## src/rtl/detection_scheduler_if.sv

```systemverilog
// Bundle of signals between the detection scheduler, the classifier bank,
// the integral-image buffer and the frame-level controller.
interface detection_scheduler_if #(
  parameter int NUM_CLS = 4
);
  logic                  start;
  logic [NUM_CLS-1:0]    cls_detect_en;
  logic [NUM_CLS-1:0]    cls_detect_done;
  logic [NUM_CLS-1:0]    cls_flag;
  logic [NUM_CLS*15-1:0] cls_rd_addr;
  logic [14:0]           buf_rd_addr;
  logic                  busy;
  logic                  hit_valid;
  logic [7:0]            hit_x;
  logic [6:0]            hit_y;
  logic [15:0]           hit_count;
  logic                  scan_done;
  logic                  timeout_err;

  modport master (
    input  start, cls_detect_done, cls_flag, cls_rd_addr,
    output cls_detect_en, buf_rd_addr, busy, hit_valid, hit_x, hit_y,
           hit_count, scan_done, timeout_err
  );

  modport slave (
    output start, cls_detect_done, cls_flag, cls_rd_addr,
    input  cls_detect_en, buf_rd_addr, busy, hit_valid, hit_x, hit_y,
           hit_count, scan_done, timeout_err
  );
endinterface

```

## src/rtl/detection_scheduler.sv

```systemverilog
// Sweeps a detection window over the integral image and runs the classifier
// cascade at each position, granting the active stage the buffer read port.
module detection_scheduler #(
  parameter int NUM_CLS   = 4,
  parameter int II_WIDTH  = 160,
  parameter int II_HEIGHT = 120,
  parameter int WIN_W     = 24,
  parameter int WIN_H     = 24,
  parameter int STEP      = 4,
  parameter int TIMEOUT   = 32
) (
  input logic clk,
  input logic rst,
  detection_scheduler_if.master bus
);
  localparam int AW       = 15;
  localparam int SW       = (NUM_CLS > 1) ? $clog2(NUM_CLS) : 1;
  localparam int CW       = $clog2(TIMEOUT + 1);
  localparam int ROW_STEP = STEP * II_WIDTH;

  typedef enum logic [2:0] {IDLE, ARM, WAIT_DONE, EVAL, ADVANCE, DONE} state_t;

  state_t             state_q, state_d;
  logic [7:0]         win_x_q, win_x_d;
  logic [6:0]         win_y_q, win_y_d;
  logic [AW-1:0]      win_base_q, win_base_d;
  logic [AW-1:0]      row_base_q, row_base_d;
  logic [SW-1:0]      stage_q, stage_d;
  logic [SW-1:0]      grant_q, grant_d;
  logic [CW-1:0]      wcnt_q, wcnt_d;
  logic               pass_q, pass_d;
  logic [NUM_CLS-1:0] en_q, en_d;
  logic               busy_q, busy_d;
  logic               hit_valid_q, hit_valid_d;
  logic [7:0]         hit_x_q, hit_x_d;
  logic [6:0]         hit_y_q, hit_y_d;
  logic [15:0]        hit_count_q, hit_count_d;
  logic               scan_done_q, scan_done_d;
  logic               timeout_err_q, timeout_err_d;
  logic [AW-1:0]      sel_addr;

  always_ff @(posedge clk) begin
    if (rst) begin
      state_q       <= IDLE;
      win_x_q       <= '0;
      win_y_q       <= '0;
      win_base_q    <= '0;
      row_base_q    <= '0;
      stage_q       <= '0;
      grant_q       <= '0;
      wcnt_q        <= '0;
      pass_q        <= 1'b0;
      en_q          <= '0;
      busy_q        <= 1'b0;
      hit_valid_q   <= 1'b0;
      hit_x_q       <= '0;
      hit_y_q       <= '0;
      hit_count_q   <= '0;
      scan_done_q   <= 1'b0;
      timeout_err_q <= 1'b0;
    end else begin
      state_q       <= state_d;
      win_x_q       <= win_x_d;
      win_y_q       <= win_y_d;
      win_base_q    <= win_base_d;
      row_base_q    <= row_base_d;
      stage_q       <= stage_d;
      grant_q       <= grant_d;
      wcnt_q        <= wcnt_d;
      pass_q        <= pass_d;
      en_q          <= en_d;
      busy_q        <= busy_d;
      hit_valid_q   <= hit_valid_d;
      hit_x_q       <= hit_x_d;
      hit_y_q       <= hit_y_d;
      hit_count_q   <= hit_count_d;
      scan_done_q   <= scan_done_d;
      timeout_err_q <= timeout_err_d;
    end
  end

  always_comb begin
    state_d       = state_q;
    win_x_d       = win_x_q;
    win_y_d       = win_y_q;
    win_base_d    = win_base_q;
    row_base_d    = row_base_q;
    stage_d       = stage_q;
    grant_d       = grant_q;
    wcnt_d        = wcnt_q;
    pass_d        = pass_q;
    en_d          = '0;
    busy_d        = busy_q;
    hit_valid_d   = 1'b0;
    hit_x_d       = hit_x_q;
    hit_y_d       = hit_y_q;
    hit_count_d   = hit_count_q;
    scan_done_d   = 1'b0;
    timeout_err_d = timeout_err_q;
    case (state_q)
      IDLE: begin
        if (bus.start) begin
          win_x_d       = '0;
          win_y_d       = '0;
          win_base_d    = '0;
          row_base_d    = '0;
          stage_d       = '0;
          hit_count_d   = '0;
          timeout_err_d = 1'b0;
          busy_d        = 1'b1;
          state_d       = ARM;
        end
      end
      // The trigger is registered, so it lands in the first WAIT_DONE cycle.
      ARM: begin
        en_d    = NUM_CLS'(1) << stage_q;
        wcnt_d  = '0;
        grant_d = stage_q;
        state_d = WAIT_DONE;
      end
      WAIT_DONE: begin
        if (bus.cls_detect_done[stage_q]) begin
          pass_d  = bus.cls_flag[stage_q];
          state_d = EVAL;
        end else if (wcnt_q == CW'(TIMEOUT - 1)) begin
          pass_d        = 1'b0;
          timeout_err_d = 1'b1;
          state_d       = EVAL;
        end else begin
          wcnt_d = wcnt_q + 1'b1;
        end
      end
      EVAL: begin
        if (pass_q && (stage_q != SW'(NUM_CLS - 1))) begin
          stage_d = stage_q + 1'b1;
          state_d = ARM;
        end else begin
          if (pass_q) begin
            hit_valid_d = 1'b1;
            hit_x_d     = win_x_q;
            hit_y_d     = win_y_q;
            if (hit_count_q != 16'hFFFF) hit_count_d = hit_count_q + 16'd1;
          end
          state_d = ADVANCE;
        end
      end
      ADVANCE: begin
        stage_d = '0;
        if (32'(win_x_q) + STEP <= II_WIDTH - WIN_W) begin
          win_x_d    = win_x_q + 8'(STEP);
          win_base_d = win_base_q + AW'(STEP);
          state_d    = ARM;
        end else if (32'(win_y_q) + STEP <= II_HEIGHT - WIN_H) begin
          win_x_d    = '0;
          win_y_d    = win_y_q + 7'(STEP);
          row_base_d = row_base_q + AW'(ROW_STEP);
          win_base_d = row_base_q + AW'(ROW_STEP);
          state_d    = ARM;
        end else begin
          state_d = DONE;
        end
      end
      DONE: begin
        scan_done_d = 1'b1;
        busy_d      = 1'b0;
        state_d     = IDLE;
      end
      default: state_d = IDLE;
    endcase
  end

  // Unregistered on purpose: classifiers count on a fixed buffer latency.
  assign sel_addr        = bus.cls_rd_addr[32'(grant_q) * AW +: AW];
  assign bus.buf_rd_addr = sel_addr + win_base_q;

  assign bus.cls_detect_en = en_q;
  assign bus.busy          = busy_q;
  assign bus.hit_valid     = hit_valid_q;
  assign bus.hit_x         = hit_x_q;
  assign bus.hit_y         = hit_y_q;
  assign bus.hit_count     = hit_count_q;
  assign bus.scan_done     = scan_done_q;
  assign bus.timeout_err   = timeout_err_q;
endmodule

```

## src/flat_wrapper.sv

```systemverilog
// flat-port wrapper written by rule: the top's interface ports become plain ports
module detection_scheduler_flat 
#(
  parameter int NUM_CLS   = 4,
  parameter int II_WIDTH  = 160,
  parameter int II_HEIGHT = 120,
  parameter int WIN_W     = 24,
  parameter int WIN_H     = 24,
  parameter int STEP      = 4,
  parameter int TIMEOUT   = 32
)
  (clk, rst, bus_start, bus_cls_detect_done, bus_cls_flag, bus_cls_rd_addr, bus_cls_detect_en, bus_buf_rd_addr, bus_busy, bus_hit_valid, bus_hit_x, bus_hit_y, bus_hit_count, bus_scan_done, bus_timeout_err);
  detection_scheduler_if #(.NUM_CLS(NUM_CLS)) bus_i ();
  input logic clk;
  input logic rst;
  input wire logic [$bits(bus_i.start)-1:0] bus_start;
  input wire logic [$bits(bus_i.cls_detect_done)-1:0] bus_cls_detect_done;
  input wire logic [$bits(bus_i.cls_flag)-1:0] bus_cls_flag;
  input wire logic [$bits(bus_i.cls_rd_addr)-1:0] bus_cls_rd_addr;
  output wire logic [$bits(bus_i.cls_detect_en)-1:0] bus_cls_detect_en;
  output wire logic [$bits(bus_i.buf_rd_addr)-1:0] bus_buf_rd_addr;
  output wire logic [$bits(bus_i.busy)-1:0] bus_busy;
  output wire logic [$bits(bus_i.hit_valid)-1:0] bus_hit_valid;
  output wire logic [$bits(bus_i.hit_x)-1:0] bus_hit_x;
  output wire logic [$bits(bus_i.hit_y)-1:0] bus_hit_y;
  output wire logic [$bits(bus_i.hit_count)-1:0] bus_hit_count;
  output wire logic [$bits(bus_i.scan_done)-1:0] bus_scan_done;
  output wire logic [$bits(bus_i.timeout_err)-1:0] bus_timeout_err;
  assign bus_i.start = bus_start;
  assign bus_i.cls_detect_done = bus_cls_detect_done;
  assign bus_i.cls_flag = bus_cls_flag;
  assign bus_i.cls_rd_addr = bus_cls_rd_addr;
  assign bus_cls_detect_en = bus_i.cls_detect_en;
  assign bus_buf_rd_addr = bus_i.buf_rd_addr;
  assign bus_busy = bus_i.busy;
  assign bus_hit_valid = bus_i.hit_valid;
  assign bus_hit_x = bus_i.hit_x;
  assign bus_hit_y = bus_i.hit_y;
  assign bus_hit_count = bus_i.hit_count;
  assign bus_scan_done = bus_i.scan_done;
  assign bus_timeout_err = bus_i.timeout_err;
  detection_scheduler #(.NUM_CLS(NUM_CLS), .II_WIDTH(II_WIDTH), .II_HEIGHT(II_HEIGHT), .WIN_W(WIN_W), .WIN_H(WIN_H), .STEP(STEP), .TIMEOUT(TIMEOUT)) u_core (.clk(clk), .rst(rst), .bus(bus_i));
endmodule
```

## config.mk

```make
export PLATFORM = sky130hd
export DESIGN_NAME = detection_scheduler_flat
export DESIGN_NICKNAME = d
export VERILOG_FILES = /design/src/rtl/detection_scheduler_if.sv /design/src/rtl/detection_scheduler.sv /design/src/flat_wrapper.sv
export SDC_FILE = /design/constraint.sdc
export NUM_CORES = 1
export LEC_CHECK = 0
export CAP_MARGIN = 40
export CELL_PAD_IN_SITES_DETAIL_PLACEMENT = 1
export CELL_PAD_IN_SITES_GLOBAL_PLACEMENT = 1
export CORE_MARGIN = 4
export CORE_UTILIZATION = 33
export DETAILED_ROUTE_END_ITERATION = 16
export GPL_TIMING_DRIVEN = 0
export PLACE_DENSITY = 0.75
export SLEW_MARGIN = 10
export SYNTH_ARGS = -nofsm -noshare
export SYNTH_HDL_FRONTEND = slang
export SYNTH_SLANG_ARGS = --single-unit
```

## constraint.sdc

```tcl
create_clock -name clk -period 5.65 [get_ports clk]
set_clock_uncertainty 0.2 [all_clocks]
set_input_delay 1.695 -clock clk [delete_from_list [all_inputs] [get_ports clk]]
set_output_delay 1.695 -clock clk [all_outputs]
set_load 0.02 [all_outputs]
```

==> flow_metrics.py <==
metrics = {
    "run_status": {
        "outcome": "finished with violations",
        "violated_checks": "setup timing",
    },
    "timing": {
        "slew_viol_final": 0,
        "slew_headroom_pct": 39.9,
        "fin_ws_ps": -287,
        "finalCritPeriodShare_pct": 105,
        "max_freq_mhz": 168,
        "setup-violations-final": 8,
        "period_minus_slack_ps": 5940,
        "setup_repair_after_global_routing_missed_its_margin": "true",
        "endpoints_failing_hold": 0,
        "fin_worst_hold_slack_ps": 262,
        "tightestPinTransition_ps": 892,
    },
    "die": {
        "dieArea_um2": 17400,
        "starting_utilization_of_the_core_area_pct": 33.5,
        "floorplan.rows": 45,
        "io-pin-count": 125,
        "die_h_um": 132,
        "area_of_the_core_region_um2": 15100,
        "floorplan.die.width_um": 132,
    },
    "yosys": {
        "synth.top_cell.area_share_pct": 32.4,
        "dominantRegCellSynth": "sky130_fd_sc_hd__dfxtp_1",
        "count_of_unique_library_cells_instantiated_by_yosys": 71,
        "yosysSeqAreaShare_pct": 32.4,
        "yosysMostFrequentCell": "sky130_fd_sc_hd__dfxtp_1",
        "netlist_top_cells_area": "sky130_fd_sc_hd__dfxtp_1 32%, sky130_fd_sc_hd__mux4_2 7.5%, sky130_fd_sc_hd__ha_1 5.7%",
        "synth_edf_count": 0,
        "ys_async_sr_fraction_pct": 0,
        "synth_seq_cells": 82,
        "synthDominantAreaCellType": "sky130_fd_sc_hd__dfxtp_1",
        "postSynthCellCount": 607,
        "synth.avg_cell_area_um2": 8.36,
        "synth.top_cells.by_count": "82 x sky130_fd_sc_hd__dfxtp_1, 72 x sky130_fd_sc_hd__nand2_1, 64 x sky130_fd_sc_hd__nor2_1",
        "synth_warnings": 0,
        "netlist_area_um2": 5070,
    },
    "clock_tree": {
        "cts_root_buffer": "sky130_fd_sc_hd__clkbuf_16",
        "clock-sinks": 82,
        "cts_max_path_buffers": 2,
        "tritoncts_buffer_count": 9,
        "clk_lat_worst_skew_ps": 340,
        "cts_tree": "yes",
        "cts_htree_levels": 3,
        "cts_hold_buffers": 0,
        "clkSlewWorstSetupHoldPaths_ps": 60,
    },
    "detailed_routing": {
        "drc_errors": 0,
        "avgViaCountPerCell": 5.53,
        "wl_mm": 18.7,
        "detail_route.first_pass.iterations": 4,
        "drtAntennaViolNets": 0,
        "first_iter_violations": 285,
        "wire_per_inst_um": 19.7,
        "vias": 5256,
    },
    "global_routing": {
        "pin_count_of_the_biggest_net_entering_global_routing": 14,
        "first_global_vias": 5584,
        "grt_first_pass_wirelength_mm": 29.9,
        "antenna_found_initial": 0,
        "grt_remaining_overflow": 0,
        "grt_util_all_layers_pct": 21.0,
    },
    "final_layout": {
        "final-instance-count-excl-fill": 951,
        "multi_input_comb_area_um2": 3530,
        "n_antenna_cell": 0,
        "n_fill_cell": 1752,
        "design.final.nets": 854,
        "layout-drive-gt1-share_pct": 17.8,
        "finish.instance_area_um2": 7180,
        "layout-area-overhead-vs-synth_pct": 41.5,
        "register_area_um2": 1640,
    },
    "critical_path": {
        "crit-reg2reg-launch": "u_core.win_x_q[2]",
        "cp_num_buf_inv": 2,
        "worst-setup-path-type": "primary input to output pin",
        "required_ps": 3750,
        "reg2regPathDepth": 8,
        "internal_reg_to_reg_setup_slack_ps": 2350,
        "critical-path-top-delay-family": "compound AO/OA/AOI/OAI gates",
        "crit_fanout": 2,
        "timing.rr.end": "u_core.win_base_q[13]",
        "setup.worst_path.start_class": "primary input",
        "arrival_ps": 4040,
        "critical_path.cell_chain": "buf_2 -> mux4_2 -> ha_4 -> fa_2 -> a211oi_2 -> o21bai_1 -> a211o_1 -> nand2_2 -> a31oi_4 -> xnor2_2 -> buf_4",
        "timing.critical_path.slowest_cell_delay_ps": 470,
        "critical_path.slowest_cell": "sky130_fd_sc_hd__mux4_2",
        "setup.worst_path.end_class": "output pin",
    },
    "place": {
        "portBuffers": 119,
        "pre_cts_slack_ps": -1130,
        "placer_congestion": 0.842,
        "dp.final_hpwl_mm": 13.4,
        "dp.cells": 918,
        "dpl_cell_area_um2": 6560,
    },
    "power": {
        "vdd.ir_drop.worst_uv": 124,
        "leakage_nw": 2.67,
        "powerDensity_nw_per_um2": 197,
        "power.total_mw": 1.41,
    },
    "hold_path": {
        "hold_path_depth": 2,
        "timing.hold.worst_endpoint": "u_core.bus.hit_x[5]",
        "min_path_type": "register to register",
        "worstHoldStart": "u_core.bus.hit_x[5]",
    },
    "run": {
        "timing.max_cap.violations": 0,
    },
}
-- layer usage --
metal  share of wire [%]  track usage [%]
met3                 4.9             3.59
met5                   0                0
met2                  50             36.7
met1                  43             26.2
met4                 2.0             6.77
-- registers in the layout, indices dropped and copies added, names as in the netlist, 2 cells and up --
name / cells
u_core.bus.hit_x: 6
u_core.bus.hit_count: 16
u_core.row_base_q: 8
u_core.bus.hit_y: 5
u_core.stage_q: 2
u_core.state_q: 3
u_core.bus.cls_detect_en: 4
u_core.wcnt_q: 6
u_core.win_base_q: 14
u_core.win_y_q: 5
u_core.grant_q: 2
u_core.win_x_q: 6
-- cell type report --
class | count | share of cell area, %
Timing Repair Buffer | 138 | 17.7
Inverter | 14 | 0.732
Clock buffer | 11 | 3.38
Sequential cell | 82 | 22.9
Buffer | 33 | 2.23
Multi-Input combinational cell | 481 | 49.1
Clock inverter | 4 | 0.715
Tap cell | 188 | 3.28
-- cell families (layout without fill, tap and decap cells) --
kind of cell	count (synthesis)	count (layout)	synth area share (%)
AND/OR/NAND/NOR	240	240	22.5
AO/OA/AOI/OAI	158	158	20.6
flip-flops	82	82	32.4
buffers and inverters	47	200	4.19
XOR/XNOR	34	34	5.87
adder cells (fa/ha/maj)	24	24	6.07
multiplexers	21	21	8.38
other	1	4	0.0739
-- where the power goes --
| group | leakage, nW | internal [mW] | switching, mW |
|---|---|---|---|
| Clock | 0.142 | 0.353 | 0.239 |
| Sequential | 0.661 | 0.585 | 0.00511 |
| Combinational | 1.87 | 0.105 | 0.125 |
| Total | 2.67 | 1.04 | 0.370 |
-- timing repair --
action	CTS	global route
endpoints found under the hold margin	0	0
endpoints found under the setup margin	14	11
setup buffers	15	4
resized for setup	150	38
pin swaps	37	22
-- worst register-to-register path: cells and delay by family, from the launching register on --
family                   cells  cell delay [ps]
flip-flops                   1              510
AO/OA/AOI/OAI                2              760
AND/OR/NAND/NOR              4             1030
buffers and inverters        1              370
adder cells (fa/ha/maj)      1              330
-- how the worst max path moves through the flow --
stage / from / to / slack, ps / cells past startpoint
floorplan: bus_cls_rd_addr[45] / bus_buf_rd_addr[14] / -50 / 9
global placement: bus_cls_rd_addr[0] / bus_buf_rd_addr[14] / -1110 / 11
detailed placement: bus_cls_rd_addr[0] / bus_buf_rd_addr[14] / -1130 / 11
CTS: bus_cls_rd_addr[45] / bus_buf_rd_addr[14] / -250 / 11
global route: bus_cls_rd_addr[49] / bus_buf_rd_addr[12] / -350 / 10
finish: bus_cls_rd_addr[15] / bus_buf_rd_addr[14] / -290 / 11
-- metrics by stage --
step / util, % / setup TNS, ps
after global routing: 47.4 / -1890
final: 47.4 / -1240
after CTS: 47.0 / -983
after detailed placement: 43.3 / -10570
after global placement: 43.2 / -10340
after floorplan: - / -59.9
-- cell usage in the layout, fill, tap and decap left out, types with 12 or more instances in the layout --
| cell | count |
|---|---|
| sky130_fd_sc_hd__mux4_2 | 17 |
| sky130_fd_sc_hd__a21oi_1 | 45 |
| sky130_fd_sc_hd__nand2_1 | 69 |
| sky130_fd_sc_hd__nor3_1 | 24 |
| sky130_fd_sc_hd__or3_1 | 13 |
| sky130_fd_sc_hd__xor2_1 | 18 |
| sky130_fd_sc_hd__dfxtp_1 | 82 |
| sky130_fd_sc_hd__o21ai_0 | 26 |
| sky130_fd_sc_hd__xnor2_1 | 14 |
| sky130_fd_sc_hd__nor2_1 | 62 |
| sky130_fd_sc_hd__nand3_1 | 17 |
| sky130_fd_sc_hd__inv_1 | 14 |
| sky130_fd_sc_hd__clkdlybuf4s50_1 | 74 |
| sky130_fd_sc_hd__buf_6 | 12 |
| sky130_fd_sc_hd__buf_4 | 29 |
| sky130_fd_sc_hd__clkbuf_1 | 18 |
Power figures use the tool's default switching activity.
